[config.mk]
export PLATFORM = sky130hd
export DESIGN_NAME = cpu_sequencer_flat
export DESIGN_NICKNAME = d
export VERILOG_FILES = /design/src/rtl/cpu_sequencer_if.sv /design/src/rtl/cpu_sequencer.sv /design/src/flat_wrapper.sv
export SDC_FILE = /design/constraint.sdc
export NUM_CORES = 1
export LEC_CHECK = 0
export CAP_MARGIN = 25
export CORE_ASPECT_RATIO = 0.6
export CORE_MARGIN = 2
export CORE_UTILIZATION = 48
export CTS_BUF_LIST = sky130_fd_sc_hd__clkbuf_16
export DETAILED_ROUTE_END_ITERATION = 6
export PLACE_DENSITY = 0.86
export SYNTH_ARGS = -nofsm -noshare
export SYNTH_HDL_FRONTEND = slang
export SYNTH_SLANG_ARGS = --single-unit
[constraint.sdc]
create_clock -name clk -period 3.4 [get_ports clk]
set_input_delay 0.68 -clock clk [delete_from_list [all_inputs] [get_ports clk]]
set_output_delay 0.68 -clock clk [all_outputs]
set_load 0.01 [all_outputs]
[src/rtl/cpu_sequencer_if.sv]
`default_nettype none
// +-----------------------------------------------------------------------------+
// | Module      : cpu_sequencer_if                                              |
// | Description : Instruction-fetch, decoder and write-strobe bundle between    |
// |               the sequencer and the rest of the 8-puzzle datapath.          |
// | Revision    : 1.0 - initial release                                         |
// +-----------------------------------------------------------------------------+
interface cpu_sequencer_if #(
    parameter int PC_W = 6,
    parameter int OP_W = 16
);
    logic            imem_rd;
    logic [PC_W-1:0] imem_addr;
    logic [OP_W-1:0] imem_data;
    logic [OP_W-1:0] op;
    logic [PC_W-1:0] dec_pc_in;
    logic            dec_pc_we;
    logic            dec_reg_we;
    logic            dec_mem_we;
    logic            reg_we;
    logic            mem_we;

    modport master (
        output imem_rd, imem_addr, op, reg_we, mem_we,
        input  imem_data, dec_pc_in, dec_pc_we, dec_reg_we, dec_mem_we
    );

    modport slave (
        input  imem_rd, imem_addr, op, reg_we, mem_we,
        output imem_data, dec_pc_in, dec_pc_we, dec_reg_we, dec_mem_we
    );
endinterface
`default_nettype wire

[src/rtl/cpu_sequencer.sv]
`default_nettype none
// +-----------------------------------------------------------------------------+
// | Module      : cpu_sequencer                                                 |
// | Description : Multi-cycle FETCH/LOAD/EXEC control sequencer with PC,        |
// |               single-cycle commit strobes and start/halt/done control.      |
// | Revision    : 1.0 - initial release                                         |
// +-----------------------------------------------------------------------------+
module cpu_sequencer #(
    parameter int              PC_W    = 6,
    parameter int              OP_W    = 16,
    parameter logic [OP_W-1:0] HALT_OP = 16'hFFFF
) (
    input  wire              clk,
    input  wire              rst,
    input  wire              start,
    input  wire              halt_req,
    cpu_sequencer_if.master  bus,
    output logic [PC_W-1:0]  pc,
    output logic             busy,
    output logic             done,
    output logic [15:0]      instr_cnt
);

    localparam logic [2:0] S_IDLE  = 3'd0;
    localparam logic [2:0] S_FETCH = 3'd1;
    localparam logic [2:0] S_LOAD  = 3'd2;
    localparam logic [2:0] S_EXEC  = 3'd3;
    localparam logic [2:0] S_STOP  = 3'd4;

    localparam logic [15:0] c_cnt_max = 16'hFFFF;

    logic [2:0]      r_state;
    logic [PC_W-1:0] r_pc;
    logic [OP_W-1:0] r_op;
    logic [15:0]     r_cnt;
    logic            r_halt;

    logic            w_commit;
    logic            w_halt_now;

    // A halt request arriving during EXEC itself still ends the run after this commit.
    assign w_halt_now = r_halt | halt_req;
    assign w_commit   = (r_state == S_EXEC) && (r_op != HALT_OP);

    always_ff @(posedge clk or posedge rst) begin
        if (rst) begin
            r_state <= S_IDLE;
            r_pc    <= '0;
            r_op    <= '0;
            r_cnt   <= '0;
            r_halt  <= 1'b0;
        end else begin
            case (r_state)
                S_IDLE: begin
                    if (start) begin
                        r_pc    <= '0;
                        r_cnt   <= '0;
                        r_halt  <= 1'b0;
                        r_state <= S_FETCH;
                    end
                end
                S_FETCH: begin
                    if (halt_req) begin
                        r_halt <= 1'b1;
                    end
                    r_state <= S_LOAD;
                end
                S_LOAD: begin
                    if (halt_req) begin
                        r_halt <= 1'b1;
                    end
                    r_op    <= bus.imem_data;
                    r_state <= S_EXEC;
                end
                S_EXEC: begin
                    r_halt <= w_halt_now;
                    if (r_op == HALT_OP) begin
                        r_state <= S_STOP;
                    end else begin
                        r_pc <= bus.dec_pc_we ? bus.dec_pc_in : r_pc + PC_W'(1);
                        if (r_cnt != c_cnt_max) begin
                            r_cnt <= r_cnt + 16'd1;
                        end
                        r_state <= w_halt_now ? S_STOP : S_FETCH;
                    end
                end
                S_STOP: begin
                    r_halt  <= 1'b0;
                    r_state <= S_IDLE;
                end
                default: begin
                    r_state <= S_IDLE;
                end
            endcase
        end
    end

    // Strobes decode straight from the registered state, so reset kills them at once.
    assign bus.imem_rd   = (r_state == S_FETCH);
    assign bus.imem_addr = r_pc;
    assign bus.op        = r_op;
    assign bus.reg_we    = w_commit & bus.dec_reg_we;
    assign bus.mem_we    = w_commit & bus.dec_mem_we;

    assign pc        = r_pc;
    assign busy      = (r_state != S_IDLE);
    assign done      = (r_state == S_STOP);
    assign instr_cnt = r_cnt;

endmodule
`default_nettype wire

[src/flat_wrapper.sv]
// flat-port wrapper written by rule: the top's interface ports become plain ports
module cpu_sequencer_flat 
#(
    parameter int              PC_W    = 6,
    parameter int              OP_W    = 16,
    parameter logic [OP_W-1:0] HALT_OP = 16'hFFFF
)
  (clk, rst, start, halt_req, pc, busy, done, instr_cnt, bus_imem_rd, bus_imem_addr, bus_op, bus_reg_we, bus_mem_we, bus_imem_data, bus_dec_pc_in, bus_dec_pc_we, bus_dec_reg_we, bus_dec_mem_we);
  cpu_sequencer_if #(.PC_W(PC_W), .OP_W(OP_W)) bus_i ();
  input  wire clk;
  input  wire rst;
  input  wire start;
  input  wire halt_req;
  output logic [PC_W-1:0] pc;
  output logic busy;
  output logic done;
  output logic [15:0] instr_cnt;
  output wire logic [$bits(bus_i.imem_rd)-1:0] bus_imem_rd;
  output wire logic [$bits(bus_i.imem_addr)-1:0] bus_imem_addr;
  output wire logic [$bits(bus_i.op)-1:0] bus_op;
  output wire logic [$bits(bus_i.reg_we)-1:0] bus_reg_we;
  output wire logic [$bits(bus_i.mem_we)-1:0] bus_mem_we;
  input wire logic [$bits(bus_i.imem_data)-1:0] bus_imem_data;
  input wire logic [$bits(bus_i.dec_pc_in)-1:0] bus_dec_pc_in;
  input wire logic [$bits(bus_i.dec_pc_we)-1:0] bus_dec_pc_we;
  input wire logic [$bits(bus_i.dec_reg_we)-1:0] bus_dec_reg_we;
  input wire logic [$bits(bus_i.dec_mem_we)-1:0] bus_dec_mem_we;
  assign bus_imem_rd = bus_i.imem_rd;
  assign bus_imem_addr = bus_i.imem_addr;
  assign bus_op = bus_i.op;
  assign bus_reg_we = bus_i.reg_we;
  assign bus_mem_we = bus_i.mem_we;
  assign bus_i.imem_data = bus_imem_data;
  assign bus_i.dec_pc_in = bus_dec_pc_in;
  assign bus_i.dec_pc_we = bus_dec_pc_we;
  assign bus_i.dec_reg_we = bus_dec_reg_we;
  assign bus_i.dec_mem_we = bus_dec_mem_we;
  cpu_sequencer #(.PC_W(PC_W), .OP_W(OP_W), .HALT_OP(HALT_OP)) u_core (.clk(clk), .rst(rst), .start(start), .halt_req(halt_req), .bus(bus_i), .pc(pc), .busy(busy), .done(done), .instr_cnt(instr_cnt));
endmodule
# Word level (Yosys, flattened, before mapping)
# Index checks and enable logic that the tools add are counted.
[word_totals]
ff_bits = 42
in_bits = 29
[classes]
n_addsub = 2
n_eq_ne = 11
mux = 15
bitwise = 3
reduce_logical = 9
[ops]
columns = ["operator", "count"]
rows = [
  ["two-way mux 16 bit", 3],
  ["!= test 16 bit (second input constant)", 2],
  ["one-hot mux 16 bit (2 select lines)", 1],
  ["two-way mux 6 bit", 3],
  ["adder 16 x 1 -> 16 bit (second input constant)", 1],
  ["equality test 16 bit (second input constant)", 1],
  ["one-hot mux 3 bit (4 select lines)", 1],
  ["one-hot mux 6 bit (2 select lines)", 1],
  ["two-way mux 3 bit", 3],
  ["adder 6 x 1 -> 6 bit (second input constant)", 1],
  ["equality test 3 x 2 -> 1 bit (second input constant)", 2],
  ["!= test 2 bit (second input constant)", 3],
  ["AND reduction 3 bit", 2],
  ["one-hot mux 1 bit (4 select lines)", 1],
  ["AND reduction 4 bit", 1],
  ["nonzero test 4 bit", 1],
  ["equality test 3 x 1 -> 1 bit (second input constant)", 1],
  ["equality test 3 bit (second input constant)", 1],
  ["zero test 3 bit", 1],
  ["nonzero test 3 bit", 1],
  ["bitwise AND 1 bit", 2],
  ["two-way mux 1 bit", 2],
  ["!= test 2 x 1 -> 1 bit (second input constant)", 1],
  ["nonzero test 2 bit", 1],
  ["other kinds (3)", 3],
]

# Logic depth before layout (Yosys ltp)
# Gate-level depths: netlist (run 1).
[logic_depth]
ltp_word = 4
depth_mapped = 7
ltp_nobuf = 6

# Worst setup path after synthesis (run 1)
# No wires, ideal clock.
[synth_timing]
path_kind = "flip-flop to output port"
from = "register u_core.r_op[6], in the netlist u_core.bus.op[6]"
to = "output port bus_mem_we"
arrival_ns = 1.344
t_required_ns = 2.720
slack_ns = 1.376
path_stages_with_launch = 4
cell_sequence = "dfrtp_1 > nand4_1 > or4_1 > and3_1"
[synth_between]
elab_chain_cells = 3
[synth_rtl]
columns = ["element", "line_no", "source"]
rows = [
  ["from (decl)", "cpu_sequencer.sv:34", "logic [OP_W-1:0] r_op;"],
  ["from (signal assigned)", "cpu_sequencer.sv:72", "r_op <= bus.imem_data;"],
  ["!= test 16 bit", "cpu_sequencer.sv:43", "assign w_commit = (r_state == S_EXEC) && (r_op != HALT_OP);"],
  ["logical AND 1 bit", "cpu_sequencer.sv:43", ""],
  ["bitwise AND 1 bit", "cpu_sequencer.sv:103", "assign bus.mem_we = w_commit & bus.dec_mem_we;"],
  ["to (decl)", "flat_wrapper.sv:22", "output wire logic [$bits(bus_i.mem_we)-1:0] bus_mem_we;"],
]
# No other way between the ends.

# Worst setup path after layout (run 1)
[layout_timing]
from = "register u_core.r_op[5], in the netlist u_core.bus.op[5]"
to = "output port bus_reg_we"
[layout_between]
elab_chain_cells = 3
[layout_rtl]
columns = ["element", "line_no", "source"]
rows = [
  ["!= test 16 bit", "cpu_sequencer.sv:43", ""],
  ["logical AND 1 bit", "cpu_sequencer.sv:43", ""],
  ["bitwise AND 1 bit", "cpu_sequencer.sv:102", "assign bus.reg_we = w_commit & bus.dec_reg_we;"],
  ["to (decl)", "flat_wrapper.sv:21", "output wire logic [$bits(bus_i.reg_we)-1:0] bus_reg_we;"],
]
# No other way between the ends.

==> flow_summary_export.csv, run 1 <==
group,metric,value,unit
synthesis,synth_most_common_cell,"dfrtp_1",
cts,clock-sinks,42,
worst_setup_path,cpPeakStageDelay,0.66,ns
power,swShare,33.5,%
drt,drt_iter0_drc,118,
worst_hold_path,hp-class,"flop to flop",
floorplan,pin_count,78,
drt,antenna_left,0,
sta,final-setup-viol-count,0,
cts,cts_tree,"done",
final_layout,nets,312,
power,clockPowerShare,23.0,%
synthesis,synth_cell_types,42,
synthesis,synth_cells,206,
synthesis,synthTopCellsByArea,"dfrtp_1, mux2_2, a21oi_1",
cts,ctsHoldBuffers,0,
grt,grt_pass1_wl,8740,um
sta,rsz0062_at_grt,"no",
final_layout,fin_cells,342,
sta,period_needed,2.85,ns
worst_setup_path,path_max_fanout,5,
worst_setup_path,critPathRequiredTime,2.72,ns
cts,cts_made_buffers,5,
grt,grtUsageTotal,21.9,%
drt,wl_per_cell,15.4,um
worst_setup_path,crit_path_cell_trace,"nand4_1 -> or4_1 -> and3_1 -> clkdlybuf4s50_1",
cts,clock_path_buffers,2,
worst_setup_path,cp-start-kind,"flop",
synthesis,ys_seq_area_share,49.6,%
synthesis,ys_async_sr_fraction,100,%
power,p_int,1740,uW
worst_setup_path,crit_buf_inv,1,
sta,max_freq,351,MHz
synthesis,ys.flop_type,"dfrtp_1",
worst_setup_path,path_delay_family,"simple AND/OR/NAND/NOR gates",
synthesis,synth_seq_cells,42,
power,combPwrFrac,42.6,%
sta,finalClockSkew,0.00427,ns
power,p_leak,0.00127,uW
sta,drv_slew,0,
floorplan,die_w,89.8,um
grt,grt_pass1_vias,1827,
synthesis,yosysTopAreaCellShare,49.6,%
final_layout,regArea,1050,sq um
cts,post_cts_buffers,0,
placed_design,place_ws,0.852,ns
grt,grt.overflow.total,0,
placed_design,gp_congestion,0.774,
cts,clkTransAtPathRegs,0.06,ns
run,maxCapViolations,0,
synthesis,synth_edf_count,0,
worst_setup_path,reg2reg_depth,5,
grt,grt_max_degree,43,
drt,drc_errors,0,
worst_setup_path,crit_cells,4,
cts,cts-root-buf,"clkbuf_16",
power,vdd_drop_max,0.000495,V
sta,hold_viol_final,0,
drt,dr_total_vias,1927,
drt,wl,5260,um
synthesis,yosys_warnings,0,
synthesis,synth_nets,237,
floorplan,num_rows,18,
final_layout,drive_gt1_share,12.1,%
floorplan,start_util,50.8,%
drt,vias_per_cell,5.63,
sta,finalCritPeriodShare,83.7,%
sta,layout_setup_ws,0.554,ns
final_layout,multiInputGateArea,963,sq um
power,p_switching,879,uW
sta,relSlewSlack,57.8,%
synthesis,syn_area_per_cell,10.3,sq um
final_layout,nFillCells,299,
cts,cts_max_level,2,
worst_hold_path,holdPathStages,1,
power,p_per_area,844,nW/um^2
final_layout,area_growth,46.6,%
drt,drt_pre_antenna_iters,4,
grt,grt_antenna_before_repair,0,
synthesis,synth.cell_area,2120,sq um
floorplan,die_h,55.5,um
status,status,"finished, final reports clean",
placed_design,port_buffers,77,
power,seqPwrFrac,34.4,%
synthesis,synth_commonest_cells,"dfrtp_1, a21oi_1, mux2_2",
worst_setup_path,end_kind,"primary output",
cts,cts-resized-gates,0,
sta,setup_tns,0,ns
sta,tightest_slew,0.632,ns
worst_setup_path,cp.arrival,2.17,ns
worst_setup_path,slowest_stage,"or4_1",
placed_design,place.detailed.hpwl,3730,um
cts,insertion_delay,0.28,ns
placed_design,dpl.cell_count,334,
floorplan,fp.dieArea,4980,sq um
final_layout,diodes,0,
worst_setup_path,critPathKind,"flop to primary output",
synthesis,yosys.area.top_type,"dfrtp_1",
floorplan,coreArea,4170,sq um
state kept, by name (all words and copies together) (netlist names):
name                  cells
u_core.bus.op            16
u_core.bus.imem_addr      6
u_core.instr_cnt         16
u_core.r_state            3
u_core.r_halt             1
layer usage:
metal,GRT usage [%],routed length [um],up-vias
met1,29.9,2370,905
met3,9.00,597,13
li1,-,-,915
met2,31.9,2210,94
met5,0,0,-
met4,7.25,87,0
power groups by stage:
stage          combinational (uW)  sequential [uW]  clock (uW)
6_report                     1120              901         602
5_1_grt                      1210              934         634
4_1_cts                      1130              899         613
3_5_place_dp                 1120              903           0
3_3_place_gp                 1100              889           0
2_1_floorplan                 544              922           0
final cells by class:
cell class	instances	area share, %
sequential	42	33.8
multi-input combinational	143	31.0
timing repair buffer	80	25.5
clock buffer	5	4.03
tap	60	2.42
clock inverter	3	2.05
inverter	9	1.09
per-stage QoR:
step / cell area, sq um / total power [uW] / util, % / hold slack (ns)
3_3_place_gp: 2920 / 1990 / 70.0 / 0.505
6_report: 3110 / 2620 / 74.5 / 0.527
2_1_floorplan: 2120 / 1470 / - / 0.496
5_1_grt: 3110 / 2780 / 74.5 / 0.542
4_1_cts: 3110 / 2640 / 74.5 / 0.527
3_5_place_dp: 2920 / 2020 / 70.0 / 0.519
layout by cell type, fill, tap and decap left out, types with 5 or more instances in the layout:
| cell | n |
|---|---|
| a21oi_1 | 19 |
| and3_1 | 7 |
| clkbuf_16 | 5 |
| clkdlybuf4s50_1 | 77 |
| dfrtp_1 | 42 |
| inv_1 | 9 |
| mux2_2 | 16 |
| nand2_1 | 14 |
| nand3_1 | 12 |
| nand4_1 | 6 |
| nor2_1 | 8 |
| nor3_1 | 7 |
| o21ai_0 | 7 |
kinds of logic after synthesis:
group	Yosys count	synth area share (%)
adders and majority gates	2	1.18
buffers and inverters	21	4.90
and+or+nand+nor	72	19.4
xor gates and xnor gates	1	0.414
AOI/OAI and AO/OA	49	14.5
muxes	19	9.92
DFF	42	49.6
worst reg2reg max path, stage by stage, from the launching register on:
cell,delay [ns]
dfrtp_1,0.47
and3b_1,0.36
and3_4,0.25
a211o_1,0.39
or4_1,0.44
a21oi_1,0.19
final timing paths:
| kind | startpoint | to | slack, ns |
|---|---|---|---|
| min in group asynchronous | rst | u_core.bus.imem_addr[0] | 0.84 |
| worst min-delay path | u_core.instr_cnt[0] | u_core.instr_cnt[0] | 0.53 |
| worst max register to register | u_core.r_state[1] | u_core.instr_cnt[10] | 1.22 |
| worst min register to register | u_core.instr_cnt[0] | u_core.instr_cnt[0] | 0.53 |
| max in group asynchronous | rst | u_core.bus.op[14] | 2.20 |
| worst max-delay path | u_core.bus.op[5] | bus_reg_we | 0.55 |
No activity file was read; power rests on OpenSTA's default activity.
==> run 2: changes to the inputs <==
--- a/config.mk
+++ b/config.mk
@@ -8,10 +8,10 @@
 export CAP_MARGIN = 25
 export CORE_ASPECT_RATIO = 0.6
 export CORE_MARGIN = 2
-export CORE_UTILIZATION = 48
+export CORE_UTILIZATION = 40
 export CTS_BUF_LIST = sky130_fd_sc_hd__clkbuf_16
 export DETAILED_ROUTE_END_ITERATION = 6
-export PLACE_DENSITY = 0.86
+export PLACE_DENSITY = 0.76
 export SYNTH_ARGS = -nofsm -noshare
 export SYNTH_HDL_FRONTEND = slang
 export SYNTH_SLANG_ARGS = --single-unit
==> constraint.sdc (replaced) <==
create_clock -name clk -period 2.39 [get_ports clk]
set_input_delay 0.478 -clock clk [delete_from_list [all_inputs] [get_ports clk]]
set_output_delay 0.478 -clock clk [all_outputs]
set_load 0.01 [all_outputs]
==> run 2 against run 1 <==
Flip-flop and latch count is the same; cell area grew 0.77%; final cell count rose by 3.2%; utilization decreased by 13 points; largest cell class unchanged; hold slack worse by 0.011 ns; wire length is 1.1% lower; total power up 39%; first-iteration DRC count rose by 11%; critical path type unchanged; die area increased by 19%.
==> flow_summary_export.csv, run 2 (same netlist as run 1, synthesis figures left out) <==
group,metric,value,unit
status,status,"finished, final reports clean",
worst_setup_path,cp-start-kind,"flop",
final_layout,diodes,0,
final_layout,mostFrequentLayoutCells,"clkdlybuf4s50_1, dfrtp_1, a21oi_1, mux2_2, nand2_1",
drt,wl_per_cell,14.7,um
placed_design,port_buffers,77,
worst_setup_path,slowest_stage,"or4_4",
cts,cts-root-buf,"clkbuf_16",
cts,cts_tree,"done",
cts,cts_made_buffers,5,
placed_design,dpl.cell_count,346,
final_layout,regArea,1050,sq um
floorplan,pin_count,78,
power,p_leak,0.00130,uW
worst_hold_path,hp-class,"flop to flop",
grt,grt_antenna_before_repair,0,
drt,wl,5200,um
floorplan,die_h,60.4,um
floorplan,coreArea,5080,sq um
final_layout,nFillCells,433,
worst_setup_path,critPathRequiredTime,1.91,ns
sta,drv_slew,0,
sta,relSlewSlack,64.7,%
final_layout,fin_cells,353,
sta,period_needed,2.29,ns
drt,drt_pre_antenna_iters,4,
worst_setup_path,crit_path_cell_trace,"nand4_1 -> or4_4 -> and3_1 -> dlygate4sd2_1",
cts,cts_max_level,2,
power,vdd_drop_max,0.000697,V
sta,final-setup-viol-count,0,
final_layout,multiInputGateArea,967,sq um
sta,tightest_slew,0.530,ns
cts,clock-sinks,42,
worst_setup_path,critPathKind,"flop to primary output",
drt,dr_total_vias,1904,
run,maxCapViolations,0,
cts,clock_path_buffers,2,
floorplan,fp.dieArea,5910,sq um
drt,drc_errors,0,
drt,drt_iter0_drc,131,
worst_setup_path,cp.arrival,1.82,ns
sta,rsz0062_at_grt,"no",
placed_design,gp_congestion,0.755,
sta,setup_tns,0,ns
worst_setup_path,end_kind,"primary output",
grt,grt.overflow.total,0,
floorplan,num_rows,20,
power,power,3630,uW
sta,hold_viol_final,0,
final_layout,area_growth,47.7,%
cts,insertion_delay,0.28,ns
grt,grt_pass1_wl,8920,um
grt,grt_pass1_vias,1861,
floorplan,die_w,97.9,um
cts,clkTransAtPathRegs,0.06,ns
worst_setup_path,path_max_fanout,3,
final_layout,nets,318,
final_layout,final_common_cell,"clkdlybuf4s50_1",
worst_setup_path,path_delay_family,"simple AND/OR/NAND/NOR gates",
grt,grtUsageTotal,19.0,%
drt,vias_per_cell,5.39,
final_layout,drive_gt1_share,13.9,%
placed_design,place.detailed.hpwl,3790,um
worst_setup_path,cpPeakStageDelay,0.58,ns
grt,grt_max_degree,43,
sta,finalClockSkew,0.00573,ns
sta,max_freq,436,MHz
power,p_per_area,1160,nW/um^2
sta,finalCritPeriodShare,96.0,%
worst_setup_path,crit_buf_inv,1,
floorplan,start_util,41.7,%
drt,antenna_left,0,
## run 2: cell count changes in the layout (fill, tap and decap cells not counted)
cell | previous run | this run
bufinv_16 | 2 | 1
clkdlybuf4s50_1 | 77 | 75
buf_4 | 3 | 9
or4_4 | 0 | 1
dlygate4sd2_1 | 0 | 2
or4_1 | 3 | 2
## run 2: where the power goes
group	internal (uW)	switching (uW)
Combinational	943	683
Sequential	980	290
Clock	483	255
## run 2: metrics by stage
step           area, sq um  setup slack (ns)  hold WS [ns]  utilization [%]
6_report              3130            0.0955         0.516             61.6
3_3_place_gp          2970             0.172         0.503             58.4
4_1_cts               3130            0.0746         0.522             61.6
5_1_grt               3130            0.0289         0.553             61.6
3_5_place_dp          2970             0.128         0.513             58.4
2_1_floorplan         2120             0.563         0.496                -
## run 2: area by class of cell
type	count	area share (%)
inverters	9	1.08
clock buffers	5	4.00
clock inverters	2	1.08
well taps	66	2.64
flip-flops and latches	42	33.6
repair buffers	86	26.7
multi-input cells	143	30.9
## run 2: repair_timing
action	in CTS	in global routing
endpoints found under the hold margin	0	0
gates resized for setup	3	0
hold buffers	0	0
buffers inserted	0	0
endpoints found under the setup margin	2	0
## run 2: final timing paths
path / from / end / slack [ns] / depth (start not counted)
max: u_core.bus.op[6] / bus_reg_we / 0.1 / 4
min: u_core.instr_cnt[0] / u_core.instr_cnt[0] / 0.52 / 1
max reg2reg: u_core.bus.op[6] / u_core.instr_cnt[7] / 0.36 / 7
min reg2reg: u_core.instr_cnt[0] / u_core.instr_cnt[0] / 0.52 / 1
max in group asynchronous: rst / u_core.bus.imem_addr[5] / 1.39 / 3
min in group asynchronous: rst / u_core.instr_cnt[15] / 0.64 / 3
## run 2: per-layer routing
metal | track usage, % | part of all wire (%) | up-vias
met3 | 7.37 | 10 | 7
li1 | - | - | 925
met2 | 28.1 | 42 | 79
met4 | 4.56 | 0.81 | 0
met1 | 26.6 | 47 | 893
met5 | 0 | 0 | -
